**src/rtl/rob_tagged_regfile_pkg.sv**
```systemverilog
// Shared sizing for the ROB-tagged architectural register file.
// Also holds the tag value the core treats as "no producer".
package rob_tagged_regfile_pkg;

    localparam int RF_REG_CNT = 32;
    localparam int RF_DATA_W  = 32;
    localparam int RF_TAG_W   = 3;
    localparam int RF_NAME_W  = $clog2(RF_REG_CNT);

    // Tag reported for registers that have no pending producer.
    localparam logic [RF_TAG_W-1:0] NO_LOCK_TAG = {RF_TAG_W{1'b0}};

endpackage

```
**src/rtl/rob_tagged_regfile_read_port.sv**
```systemverilog
// One decoder read port: table entry plus same-cycle commit bypass.
// The highest-index commit port with a name and tag match supplies the data.
module regfile_read_port
    import rob_tagged_regfile_pkg::*;
#(
    parameter int NAME_W   = RF_NAME_W,
    parameter int TAG_W    = RF_TAG_W,
    parameter int DATA_W   = RF_DATA_W,
    parameter int CM_PORTS = 2
) (
    input  logic                       rd_en,
    input  logic [NAME_W-1:0]          rd_name,
    input  logic                       ent_locked,
    input  logic [TAG_W-1:0]           ent_tag,
    input  logic [DATA_W-1:0]          ent_data,
    input  logic [CM_PORTS-1:0]        cm_we,
    input  logic [CM_PORTS*NAME_W-1:0] cm_name,
    input  logic [CM_PORTS*DATA_W-1:0] cm_data,
    input  logic [CM_PORTS*TAG_W-1:0]  cm_tag,
    output logic                       locked,
    output logic [TAG_W-1:0]           tag,
    output logic [DATA_W-1:0]          data
);

    logic              byp_hit_s;
    logic [DATA_W-1:0] byp_data_s;
    logic              match_s [CM_PORTS];

    // Scan commit ports in ascending order so the youngest matching commit wins.
    always_comb begin
        byp_hit_s  = 1'b0;
        byp_data_s = {DATA_W{1'b0}};
        for (int k = 0; k < CM_PORTS; k++) begin
            match_s[k] = cm_we[k]
                      && (cm_name[k*NAME_W +: NAME_W] == rd_name)
                      && (cm_tag[k*TAG_W +: TAG_W] == ent_tag);
            byp_hit_s  = byp_hit_s | match_s[k];
            byp_data_s = match_s[k] ? cm_data[k*DATA_W +: DATA_W] : byp_data_s;
        end
    end

    // Port outputs: disabled, bypassed, or plain table contents.
    always_comb begin
        locked = 1'b0;
        tag    = TAG_W'(NO_LOCK_TAG);
        data   = {DATA_W{1'b0}};
        if (!rd_en) begin
            locked = 1'b0;
            tag    = TAG_W'(NO_LOCK_TAG);
            data   = {DATA_W{1'b0}};
        end else if (ent_locked && byp_hit_s) begin
            locked = 1'b0;
            tag    = ent_tag;
            data   = byp_data_s;
        end else begin
            locked = ent_locked;
            tag    = ent_tag;
            data   = ent_data;
        end
    end

endmodule

```
**src/rtl/rob_tagged_regfile.sv**
```systemverilog
// Architectural register file with per-register ROB rename tags.
// In-order multi-port commit, destination allocation and mispredict flush.
module rob_tagged_regfile
    import rob_tagged_regfile_pkg::*;
#(
    parameter int REG_CNT  = RF_REG_CNT,
    parameter int DATA_W   = RF_DATA_W,
    parameter int TAG_W    = RF_TAG_W,
    parameter int RD_PORTS = 2,
    parameter int CM_PORTS = 2,
    localparam int NAME_W  = $clog2(REG_CNT)
) (
    input  logic                       clk,
    input  logic                       rst,
    input  logic [CM_PORTS-1:0]        cm_we,
    input  logic [CM_PORTS*NAME_W-1:0] cm_name,
    input  logic [CM_PORTS*DATA_W-1:0] cm_data,
    input  logic [CM_PORTS*TAG_W-1:0]  cm_tag,
    input  logic [RD_PORTS-1:0]        rd_en,
    input  logic [RD_PORTS*NAME_W-1:0] rd_name,
    output logic [RD_PORTS-1:0]        rd_locked,
    output logic [RD_PORTS*TAG_W-1:0]  rd_tag,
    output logic [RD_PORTS*DATA_W-1:0] rd_data,
    input  logic                       alloc_we,
    input  logic [NAME_W-1:0]          alloc_name,
    input  logic [TAG_W-1:0]           alloc_tag,
    input  logic                       flush
);

    logic [DATA_W-1:0] data_r     [REG_CNT];
    logic              lock_r     [REG_CNT];
    logic [TAG_W-1:0]  tag_r      [REG_CNT];

    logic [DATA_W-1:0] wr_data_s  [REG_CNT];
    logic              clr_hit_s  [REG_CNT];
    logic [DATA_W-1:0] data_nxt_s [REG_CNT];
    logic              lock_nxt_s [REG_CNT];
    logic [TAG_W-1:0]  tag_nxt_s  [REG_CNT];

    // Commit effects per register; lock match uses the pre-commit tag so either port may clear.
    always_comb begin
        for (int i = 0; i < REG_CNT; i++) begin
            wr_data_s[i] = data_r[i];
            clr_hit_s[i] = 1'b0;
            for (int k = 0; k < CM_PORTS; k++) begin
                if (cm_we[k] && (cm_name[k*NAME_W +: NAME_W] == NAME_W'(i))) begin
                    wr_data_s[i] = cm_data[k*DATA_W +: DATA_W];
                    clr_hit_s[i] = clr_hit_s[i]
                                 | (lock_r[i] && (tag_r[i] == cm_tag[k*TAG_W +: TAG_W]));
                end else begin
                    wr_data_s[i] = wr_data_s[i];
                    clr_hit_s[i] = clr_hit_s[i];
                end
            end
        end
    end

    // Next table state: flush beats allocation, allocation beats a commit clear.
    always_comb begin
        for (int i = 0; i < REG_CNT; i++) begin
            data_nxt_s[i] = data_r[i];
            lock_nxt_s[i] = lock_r[i];
            tag_nxt_s[i]  = tag_r[i];
            if (i == 0) begin
                data_nxt_s[i] = {DATA_W{1'b0}};
                lock_nxt_s[i] = 1'b0;
                tag_nxt_s[i]  = TAG_W'(NO_LOCK_TAG);
            end else if (flush) begin
                data_nxt_s[i] = wr_data_s[i];
                lock_nxt_s[i] = 1'b0;
                tag_nxt_s[i]  = tag_r[i];
            end else if (alloc_we && (alloc_name == NAME_W'(i))) begin
                data_nxt_s[i] = wr_data_s[i];
                lock_nxt_s[i] = 1'b1;
                tag_nxt_s[i]  = alloc_tag;
            end else begin
                data_nxt_s[i] = wr_data_s[i];
                lock_nxt_s[i] = lock_r[i] & ~clr_hit_s[i];
                tag_nxt_s[i]  = tag_r[i];
            end
        end
    end

    // Table registers with synchronous reset.
    always_ff @(posedge clk) begin
        if (rst) begin
            for (int i = 0; i < REG_CNT; i++) begin
                data_r[i] <= {DATA_W{1'b0}};
                lock_r[i] <= 1'b0;
                tag_r[i]  <= {TAG_W{1'b0}};
            end
        end else begin
            for (int i = 0; i < REG_CNT; i++) begin
                data_r[i] <= data_nxt_s[i];
                lock_r[i] <= lock_nxt_s[i];
                tag_r[i]  <= tag_nxt_s[i];
            end
        end
    end

    for (genvar p = 0; p < RD_PORTS; p++) begin : g_rd
        regfile_read_port #(
            .NAME_W   (NAME_W),
            .TAG_W    (TAG_W),
            .DATA_W   (DATA_W),
            .CM_PORTS (CM_PORTS)
        ) u_port (
            .rd_en      (rd_en[p]),
            .rd_name    (rd_name[p*NAME_W +: NAME_W]),
            .ent_locked (lock_r[rd_name[p*NAME_W +: NAME_W]]),
            .ent_tag    (tag_r[rd_name[p*NAME_W +: NAME_W]]),
            .ent_data   (data_r[rd_name[p*NAME_W +: NAME_W]]),
            .cm_we      (cm_we),
            .cm_name    (cm_name),
            .cm_data    (cm_data),
            .cm_tag     (cm_tag),
            .locked     (rd_locked[p]),
            .tag        (rd_tag[p*TAG_W +: TAG_W]),
            .data       (rd_data[p*DATA_W +: DATA_W])
        );
    end

endmodule

```
**config.mk**
```make
export PLATFORM = sky130hd
export DESIGN_NAME = rob_tagged_regfile
export DESIGN_NICKNAME = d
export VERILOG_FILES = /design/src/rtl/rob_tagged_regfile_pkg.sv /design/src/rtl/rob_tagged_regfile_read_port.sv /design/src/rtl/rob_tagged_regfile.sv
export SDC_FILE = /design/constraint.sdc
export NUM_CORES = 2
export LEC_CHECK = 0
export CAP_MARGIN = 20
export CORE_MARGIN = 8
export CORE_UTILIZATION = 35
export CTS_CLUSTER_DIAMETER = 80
export DETAILED_ROUTE_END_ITERATION = 6
export SLEW_MARGIN = 20
export SYNTH_ARGS = -nofsm -noshare
export SYNTH_HDL_FRONTEND = slang
export SYNTH_HIERARCHICAL = 1
export SYNTH_SLANG_ARGS = --single-unit
```
**constraint.sdc**
```tcl
create_clock -name clk -period 9.2 [get_ports clk]
set_input_delay 1.38 -clock clk [delete_from_list [all_inputs] [get_ports clk]]
set_output_delay 1.38 -clock clk [all_outputs]
set_load 0.05 [all_outputs]
```
==> impl_metrics.toml <==
[status]
status = "finished clean"

[worst_setup_path]
cp-start-kind = "primary input"
worstSetupEndpointType = "output pin"
crit_family = "buffers and inverters"
path_cells = "buf_8 -> buf_4 -> buf_4 -> mux4_2 -> mux2i_1 -> nand2_1 -> o31ai_1 -> o21ai_0 -> nand2_1 -> o2bb2ai_1 -> a21oi_1 -> clkdlybuf4s50_1"
cp.required_ns = 7.82
cp.arrival_ns = 6.85
worst-setup-path-type = "in2out"
path_max_fanout = 60
cpPeakStageDelay_ns = 0.94
slowest_stage = "clkdlybuf4s50_1"
path_buf_inv = 4

[clock_network]
root_buffer = "clkbuf_16"
cts_tree = "yes"
cts_buffers = 120
ctsHoldBuffers = 0
post_cts_buffers = 0
max-clock-path-buffers = 3
ctsResizeCount = 0
clk_latency_ns = 0.78
htreeDepth = 3
cts.sinks = 1117
clk_pin_slew_worst_paths_ns = 0.06

[pwr]
power.total_w = 0.0133
p_leak_nw = 27.9
ir_worst_vdd_mv = 0.159
cellPowerDensity_nw_per_um2 = 165

[cells_and_area]
fin_nets = 7277
layout.cells.non_filler = 10100
drive_gt1_share_pct = 16.0
syn2layout_area_growth_pct = 10.9
final_area_um2 = 80800

[die]
fp.dieW_um = 472
ioPinCount = 178
core-area_um2 = 207000
placementRows = 167
dieArea_um2 = 223000
fp.dieH_um = 472
start_util_pct = 35.2

[synth]
synth-main-ff-cell = "edfxtp_1"
synth_area_leaders = "edfxtp_1 41%, mux4_2 14%, nand2_1 12%"
synth_area_um2 = 72800
yosysMostFrequentCell = "nand2_1"
synth_seq_cells = 1117
syn_avg_cell_area_um2 = 9.74
async_flop_share_pct = 0
netlist_instances = 7480
synth_top_area_cell = "edfxtp_1"
synth_edf_count = 992
yosysSeqAreaShare_pct = 44.3
yosysWarnings = 6
synth_top_area_share_pct = 40.9
syn-num-nets = 7586
netlist_top_cells_count = "2249 x nand2_1, 1121 x a21oi_1, 992 x edfxtp_1, 619 x clkbuf_1, 440 x mux4_2"
synth.distinct_cells = 49

[drt]
wl_met2_mm = 146
drt_iter0_markers = 11200
routed_wl_mm = 329
wl_per_cell_um = 32.6
ant_nets = 0
wl_met1_mm = 107
top_layer = "met5"
drt_pre_antenna_iters = 7
routed-wl-met3_mm = 46.7
vias_per_cell = 6.54
drc = 0
num_vias = 65800

[sta]
finClkSkew_ns = 0.0283
tightest_slew_ns = 1.27
setup_tns_ns = 0
period_needed_ns = 8.23
finalSetupViolations = 0
slew_headroom_pct = 14.6
fin_ws_ns = 0.969
finalCritPeriodShare_pct = 89.5
hold_viol = 0
fmaxAchievable_ghz = 0.121
rsz0062_at_grt = "no"
slew_violations = 0

[placement]
io_buffers = 177
place_ws_ns = 1.52
dpl-instance-area_um2 = 76900
dp_hpwl_mm = 186
placed_cells = 9831
gp_congestion = 0.977

[flow_run]
cap_violations = 0

[grt]
antenna_found_initial = 17
grt_pass1_wl_mm = 464
grt_pass1_vias = 64200
gr-total-overflow = 0
grt_max_degree = 203
track_usage_pct = 28.1

[hold_path]
hold_path.class = "reg2reg"
[metrics by stage]
stage	utilization, %	hold slack (ns)
2_1_floorplan	-	0.451
3_3_place_gp	37.1	0.518
3_5_place_dp	37.1	0.524
4_1_cts	39.0	0.532
5_1_grt	39.0	0.535
6_report	39.0	0.537
[state kept, by name (all words and copies together) (netlist names)]
name	count
data_r	992
tag_r	93
lock_r	32
[path summary, 6_finish.rpt]
| check | startpoint | endpoint | cells after the start | slack [ns] |
|---|---|---|---|---|
| worst max-delay path | rd_name[1] | rd_data[18] | 12 | 0.97 |
| worst min-delay path | lock_r[28]$_SDFF_PP0_ | lock_r[28]$_SDFF_PP0_ | 2 | 0.54 |
| worst max register to register | tag_r[23][1]$_SDFFE_PP0P_ | lock_r[23]$_SDFF_PP0_ | 4 | 7.81 |
| worst min register to register | lock_r[28]$_SDFF_PP0_ | lock_r[28]$_SDFF_PP0_ | 2 | 0.54 |
[layout by cell type (no fill, tap or decap), types with 8 or more instances in the layout]
cell,instances
a22oi_1,70
o22ai_1,35
o21bai_4,17
nand2b_1,76
nand3_1,35
clkinv_1,29
mux2_2,107
buf_2,13
nor2_4,26
nand2_2,13
xnor2_1,190
a22o_1,140
o2bb2ai_2,18
nor3_1,9
nor2b_1,10
a21oi_2,16
edfxtp_1,992
and2_1,11
dfxtp_1,125
mux4_2,440
buf_4,263
mux2i_1,223
a32oi_1,30
clkdlybuf4s50_1,131
a21oi_1,1121
o221ai_1,99
clkbuf_1,21
xor2_1,28
clkbuf_16,124
clkinv_2,29
nand2_1,2235
o31ai_1,35
o21ai_0,148
nor2_1,172
o2bb2ai_1,46
nand4_1,67
o21ai_1,9
bufinv_16,8
or3_2,31
[worst reg2reg max path: cells and delay by family, from the launching register on]
kind            cells  cell delay [ns]
compound gates      1             0.29
xor+xnor            1             0.17
flops               1             0.53
simple gates        2             0.25
[area by class of cell]
| cell class | instances | area (µm²) |
|---|---|---|
| fillers | 19800 | 126000 |
| flip-flops and latches | 1117 | 32300 |
| clock buffers | 148 | 3210 |
| well taps | 2788 | 3490 |
| repair buffers | 420 | 3560 |
| diodes | 6 | 15.0 |
| multi-input cells | 5512 | 37600 |
| clock inverters | 75 | 602 |
[logic make-up after synthesis]
logic type	Yosys count	synth area share (%)
xor+xnor	218	2.62
compound gates	1785	14.7
mux	770	18.3
flops	1117	44.3
buf+inv	851	4.80
simple gates	2738	15.2
other cells	1	0.00515
[report_power, final]
| group | switching [W] | total [W] | internal [W] | leakage, nW |
|---|---|---|---|---|
| combinational | 0.00148 | 0.00231 | 0.000824 | 15.4 |
| sequential | 0.000184 | 0.00608 | 0.00589 | 10.6 |
| clock | 0.00223 | 0.00492 | 0.00269 | 1.88 |
[metal layers]
layer,GRT usage [%],vias to the layer above
li1,-,26500
met1,32.9,31800
met2,43.8,5896
met3,8.28,1603
met4,20.6,14
met5,0,-
Power figures use the tool's default switching activity.
